### src/rtl/i2c_arb_pkg.sv
// Shared types and constants for the two-master I2C bus arbiter.
package i2c_arb_pkg;

    typedef enum logic [1:0] {IDLE_WAIT, FREE, GRANT, RECOVER} arb_state_e;

    typedef enum logic [1:0] {PULSE, STOP_LO, STOP_HI} rec_phase_e;

    localparam int unsigned RECOVERY_PULSES = 9;
    // Half-period index of the high phase of the final recovery pulse.
    localparam int unsigned LAST_HALF = 2 * RECOVERY_PULSES - 1;

    // Round-robin pick: on a tie the master not granted last wins.
    function automatic logic rr_pick(input logic [1:0] req, input logic last);
        if (req == 2'b11) begin
            return ~last;
        end
        return req[1];
    endfunction

endpackage

### src/rtl/i2c_bus_monitor.sv
// Bus-level observer: synchronizes SCL/SDA and tracks idle time, stuck SDA and STOP conditions.
module i2c_bus_monitor
    import i2c_arb_pkg::*;
#(
    parameter int unsigned IDLE_CYCLES  = 140,
    parameter int unsigned STUCK_CYCLES = 2800000
) (
    input  logic clk,
    input  logic rst,
    input  logic clr,
    input  logic scl_i,
    input  logic sda_i,
    output logic scl_s,
    output logic sda_s,
    output logic bus_idle,
    output logic sda_stuck,
    output logic stop_seen
);

    localparam int unsigned IW = $clog2(IDLE_CYCLES + 1);
    localparam int unsigned SW = $clog2(STUCK_CYCLES + 1);

    logic [1:0]    scl_sync_q;
    logic [1:0]    sda_sync_q;
    logic          sda_prev_q;
    logic [IW-1:0] idle_q, idle_d;
    logic [SW-1:0] stuck_q, stuck_d;

    assign scl_s     = scl_sync_q[1];
    assign sda_s     = sda_sync_q[1];
    assign stop_seen = scl_s & sda_s & ~sda_prev_q;

    always_comb begin
        idle_d  = '0;
        stuck_d = '0;
        if (!clr) begin
            if (scl_s && sda_s) begin
                idle_d = (idle_q == IW'(IDLE_CYCLES)) ? idle_q : idle_q + 1'b1;
            end
            if (!sda_s) begin
                stuck_d = (stuck_q == SW'(STUCK_CYCLES)) ? stuck_q : stuck_q + 1'b1;
            end
        end
    end

    // Flags look at the next count so the FSM moves on the edge the count is reached.
    assign bus_idle  = (idle_d == IW'(IDLE_CYCLES));
    assign sda_stuck = (stuck_d == SW'(STUCK_CYCLES));

    always_ff @(posedge clk) begin
        if (rst) begin
            scl_sync_q <= 2'b00;
            sda_sync_q <= 2'b00;
            sda_prev_q <= 1'b0;
            idle_q     <= '0;
            stuck_q    <= '0;
        end else begin
            scl_sync_q <= {scl_sync_q[0], scl_i};
            sda_sync_q <= {sda_sync_q[0], sda_i};
            sda_prev_q <= sda_s;
            idle_q     <= idle_d;
            stuck_q    <= stuck_d;
        end
    end

endmodule

### src/rtl/i2c_bus_arbiter.sv
// Two-master I2C bus arbiter: round-robin grant, drive gating and stuck-SDA recovery.
module i2c_bus_arbiter
    import i2c_arb_pkg::*;
#(
    parameter int unsigned IDLE_CYCLES  = 140,
    parameter int unsigned STUCK_CYCLES = 2800000,
    parameter int unsigned HALF_CYCLES  = 140
) (
    input  logic       clk,
    input  logic       rst,
    input  logic [1:0] req,
    output logic [1:0] gnt,
    input  logic       m0_scl_t,
    input  logic       m0_sda_t,
    input  logic       m1_scl_t,
    input  logic       m1_sda_t,
    input  logic       scl_i,
    input  logic       sda_i,
    output logic       scl_t,
    output logic       sda_t,
    output logic       busy,
    output logic       bus_error
);

    localparam int unsigned HW = $clog2(HALF_CYCLES + 1);

    arb_state_e    state_q, state_d;
    rec_phase_e    phase_q, phase_d;
    logic          owner_q, owner_d;
    logic          last_q, last_d;
    logic [HW-1:0] half_cnt_q, half_cnt_d;
    logic [4:0]    half_idx_q, half_idx_d;
    logic          bus_error_d;
    logic          half_end;

    logic scl_s, sda_s, bus_idle, sda_stuck, stop_seen;
    logic own_scl, own_sda, rec_scl, rec_sda;

    i2c_bus_monitor #(
        .IDLE_CYCLES  (IDLE_CYCLES),
        .STUCK_CYCLES (STUCK_CYCLES)
    ) u_monitor (
        .clk       (clk),
        .rst       (rst),
        .clr       (state_q != IDLE_WAIT),
        .scl_i     (scl_i),
        .sda_i     (sda_i),
        .scl_s     (scl_s),
        .sda_s     (sda_s),
        .bus_idle  (bus_idle),
        .sda_stuck (sda_stuck),
        .stop_seen (stop_seen)
    );

    assign half_end = (half_cnt_q == HW'(HALF_CYCLES - 1));

    always_comb begin
        state_d     = state_q;
        phase_d     = phase_q;
        owner_d     = owner_q;
        last_d      = last_q;
        half_cnt_d  = half_cnt_q;
        half_idx_d  = half_idx_q;
        bus_error_d = 1'b0;
        case (state_q)
            IDLE_WAIT: begin
                if (sda_stuck) begin
                    state_d     = RECOVER;
                    phase_d     = PULSE;
                    half_cnt_d  = '0;
                    half_idx_d  = '0;
                    bus_error_d = 1'b1;
                end else if (bus_idle) begin
                    state_d = FREE;
                end
            end
            FREE: begin
                if (req != 2'b00) begin
                    state_d = GRANT;
                    owner_d = rr_pick(req, last_q);
                    last_d  = owner_d;
                end
            end
            GRANT: begin
                if (!req[owner_q]) begin
                    state_d = IDLE_WAIT;
                end
            end
            RECOVER: begin
                half_cnt_d = half_end ? '0 : half_cnt_q + 1'b1;
                if (half_end) begin
                    unique case (phase_q)
                        PULSE: begin
                            // Decide at the end of each SCL-high half: done, or slave let go of SDA.
                            if (half_idx_q[0] && (half_idx_q == 5'(LAST_HALF) || sda_s)) begin
                                phase_d = STOP_LO;
                            end else begin
                                half_idx_d = half_idx_q + 5'd1;
                            end
                        end
                        STOP_LO: phase_d = STOP_HI;
                        STOP_HI: state_d = IDLE_WAIT;
                        default: state_d = IDLE_WAIT;
                    endcase
                end
            end
            default: state_d = IDLE_WAIT;
        endcase
    end

    always_ff @(posedge clk) begin
        if (rst) begin
            state_q    <= IDLE_WAIT;
            phase_q    <= PULSE;
            owner_q    <= 1'b0;
            last_q     <= 1'b0;
            half_cnt_q <= '0;
            half_idx_q <= '0;
            bus_error  <= 1'b0;
        end else begin
            state_q    <= state_d;
            phase_q    <= phase_d;
            owner_q    <= owner_d;
            last_q     <= last_d;
            half_cnt_q <= half_cnt_d;
            half_idx_q <= half_idx_d;
            bus_error  <= bus_error_d;
        end
    end

    always_comb begin
        gnt = 2'b00;
        if (state_q == GRANT) begin
            gnt = owner_q ? 2'b10 : 2'b01;
        end
    end

    always_comb begin
        own_scl = 1'b1;
        own_sda = 1'b1;
        if (gnt[1]) begin
            own_scl = m1_scl_t;
            own_sda = m1_sda_t;
        end else if (gnt[0]) begin
            own_scl = m0_scl_t;
            own_sda = m0_sda_t;
        end
    end

    always_comb begin
        rec_scl = 1'b1;
        rec_sda = 1'b1;
        if (state_q == RECOVER) begin
            rec_sda = (phase_q == PULSE);
            rec_scl = (phase_q == PULSE) ? half_idx_q[0] : (phase_q == STOP_HI);
        end
    end

    assign scl_t = own_scl & rec_scl;
    assign sda_t = own_sda & rec_sda;
    assign busy  = (state_q != FREE);

endmodule

### config.mk
export PLATFORM = sky130hd
export DESIGN_NAME = i2c_bus_arbiter
export DESIGN_NICKNAME = d
export VERILOG_FILES = /design/src/rtl/i2c_arb_pkg.sv /design/src/rtl/i2c_bus_monitor.sv /design/src/rtl/i2c_bus_arbiter.sv
export SDC_FILE = /design/constraint.sdc
export NUM_CORES = 1
export LEC_CHECK = 0
export BUFFER_PORTS_ARGS = -buffer_cell sky130_fd_sc_hd__buf_4
export CORE_MARGIN = 8
export CORE_UTILIZATION = 42
export CTS_CLUSTER_DIAMETER = 100
export DETAILED_ROUTE_END_ITERATION = 8
export PLACE_DENSITY = 0.57
export SYNTH_ARGS = -nofsm -noshare
export SYNTH_HDL_FRONTEND = slang
export SYNTH_SLANG_ARGS = --single-unit
### constraint.sdc
create_clock -name clk -period 4.85 [get_ports clk]
set_clock_uncertainty 0.1 [all_clocks]
set_input_delay 0.2425 -clock clk [delete_from_list [all_inputs] [get_ports clk]]
set_output_delay 0.2425 -clock clk [all_outputs]
set_load 0.02 [all_outputs]
==> impl_metrics.json <==
{
  "netlist_instances": 401,
  "grt_use_total_pct": 14.09,
  "numCtsBuffers": 5,
  "post_cts.repair.setup_buffers": 0,
  "yosysUniqueCellTypes": 61,
  "cts_buffer_depth": 2,
  "syn_nets": 422,
  "final_area_mm2": 0.003515,
  "die_y_um": 103.9,
  "syn_area_mm2": 0.003247,
  "final_cells": 510,
  "timing.final.crit_share_pct": 71.83,
  "synth_fa_ha_area_share_pct": 4.239,
  "outcome": "completed",
  "antenna_cells_inserted": 0,
  "hold_violations": 0,
  "cts.clk_slew.worst_paths_ns": 0.11,
  "fin_tns_setup_ns": 0,
  "async_reset_ff_share_pct": 0,
  "start_util_pct": 42.68,
  "synth_top_family_by_area": "simple AND/OR/NAND/NOR gates",
  "overflow": 0,
  "p_leak_nw": 1.206,
  "gp_congestion": 0.8071,
  "grt_pass1_vias": 2672,
  "cts_root_buf": "clkbuf_8",
  "antenna_found_initial": 0,
  "area_delta_synth_final_pct": 8.247,
  "drv_slew": 0,
  "critPathMaxFanout": 8,
  "path_class": "reg -> reg",
  "vias": 2838,
  "port_buffers": 15,
  "dp_hpwl_mm": 5.400,
  "ys_warn_count": 0,
  "fill_cells": 781,
  "fin_crit_ns": 3.484,
  "firstDrtPassIters": 4,
  "placed_cell_area_mm2": 0.003421,
  "clock_latency_ns": 0.31,
  "drtIter0Drc": 133,
  "io_pins": 16,
  "synth-seq-area-share_pct": 32.68,
  "synth_area_per_cell_um2": 8.097,
  "final_util_pct": 46.20,
  "viasPerCell": 5.565,
  "drive_gt1_share_pct": 7.843,
  "cp.required_ns": 4.96,
  "min_path_type": "in -> reg",
  "synth-main-ff-cell": "dfxtp_1",
  "yosys.area_share.simple_pct": 31.14,
  "setup_viol": 0,
  "rows": 32,
  "synth-xor-area-share_pct": 7.013,
  "core_area_mm2": 0.007607,
  "rsz0062_at_grt": "no",
  "drcViolationCount": 0,
  "wl_per_cell_um": 14.52,
  "endpoint_kind": "flip-flop",
  "grt_max_degree": 27,
  "cts_resized": 0,
  "fmax_mhz": 287.1,
  "ir_drop_v": 0.0001600,
  "ant_nets": 0,
  "grt_pass1_wl_mm": 13.00,
  "dp.cells": 502,
  "cts.htree.levels": 2,
  "power.density_mw_per_mm2": 221.8,
  "ys_seq_elements": 53,
  "wirelength_mm": 7.405,
  "num-nets-final": 428,
  "crit_path_start_kind": "flip-flop",
  "cts_tree": "built",
  "synth-edff-count": 0,
  "synth_top_area_share_pct": 32.68,
  "synth_compound_area_share_pct": 17.65,
  "synth_area_leader_cell": "dfxtp_1",
  "worst_pin_slew_ns": 0.9029,
  "cts_sinks": 53,
  "netlist_top_cells_area": "dfxtp_1 (33%), nor2_1 (6.2%), xnor2_1 (4.3%)",
  "p_total_mw": 0.7794,
  "cts_hold_buf": 0,
  "muxShareOfSynthArea_pct": 2.582,
  "worst-endpoint-arrival_ns": 3.59,
  "relSlewSlack_pct": 39.25,
  "die_w_um": 103.9,
  "cap_violations": 0,
  "fp.dieArea_mm2": 0.01080
}
through the flow:
| step | setup WS (ns) | hold slack, ns |
|---|---|---|
| 2_1_floorplan | 1.602 | 0.2612 |
| 3_3_place_gp | 1.455 | 0.3254 |
| 3_5_place_dp | 1.378 | 0.3234 |
| 4_1_cts | 1.337 | 0.01973 |
| 5_1_grt | 1.060 | 0.02330 |
| 6_report | 1.366 | 0.03113 |
critical path, cell delays in order (launching register included):
cell,delay (ns)
dfxtp_1,0.45
ha_1,0.37
nand2_1,0.11
or4_1,0.57
a2111oi_4,0.36
o221ai_2,0.16
nor4_4,0.28
nor2_2,0.14
or4_1,0.53
mux2_1,0.32
area by class of cell:
type	instances	area, um2	area share (%)
Inverter	23	86.33	2.456
Multi-Input combinational cell	309	2033	57.85
Clock inverter	3	25.02	0.7120
Tap cell	102	127.6	3.631
Timing Repair Buffer	15	112.6	3.204
Sequential cell	53	1061	30.19
Clock buffer	5	68.82	1.958
sequential cells by signal (all words and copies together), names as in the netlist:
register and flops:
phase_q 2, u_monitor.sda_sync_q 2, last_q 1, u_monitor.idle_q 8, state_q 2, half_cnt_q 8, u_monitor.scl_sync_q 2, bus_error 1
half_idx_q 5, u_monitor.stuck_q 22
power breakdown:
group          switching [mW]  internal [mW]
combinational          0.0404         0.0245
clock                   0.161          0.105
sequential            0.00798          0.441
total                   0.209          0.570
final timing paths:
kind	from	endpoint	slack (ns)	depth (start not counted)
setup reg to reg	u_monitor.stuck_q[0]$_SDFF_PP0_	phase_q[0]$_SDFFE_PP0P_	1.37	9
setup / recovery	u_monitor.stuck_q[0]$_SDFF_PP0_	phase_q[0]$_SDFFE_PP0P_	1.37	9
hold / removal	sda_i	u_monitor.sda_sync_q[0]$_SDFF_PP0_	0.03	2
hold reg to reg	u_monitor.sda_sync_q[0]$_SDFF_PP0_	u_monitor.sda_sync_q[1]$_SDFF_PP0_	0.35	1
Yosys cell counts (all sizes together), types with 7 or more instances:
cell type / n
nand2: 22
nor4: 7
or3: 7
o21ai: 15
nand3: 22
xor2: 10
inv: 23
dfxtp: 53
nor2: 55
a21oi: 16
clkbuf: 11
nand4: 10
nor3: 8
nor2b: 14
ha: 11
o31ai: 7
and3: 9
xnor2: 16
cell families (layout without fill, tap and decap cells):
group,after synthesis,count (layout)
simple gates,185,185
compound gates,79,79
flops,53,53
buf+inv,39,46
xor+xnor,26,26
fa+ha+maj,11,11
mux,8,8
layout by cell type, fill, tap and decap left out, drive strengths merged, types with 7 or more instances in the layout:
cell   instances
dfxtp         53
xnor2         16
nor4           7
inv           24
and3           9
nand2         22
nor2b         14
nand3         22
nor3           8
xor2          10
o21ai         15
o31ai          7
a21oi         16
buf           15
or3            7
nand4         10
ha            11
nor2          55
per-layer routing:
metal  wire length (um)  track usage, %  part of all wire [%]
met3                289           3.470                   3.9
met4                 46           2.482                  0.62
met2               3265           21.59                    44
met1               3803           19.62                    51
met5                  0               0                     0
No activity file was read; power rests on OpenSTA's default activity.
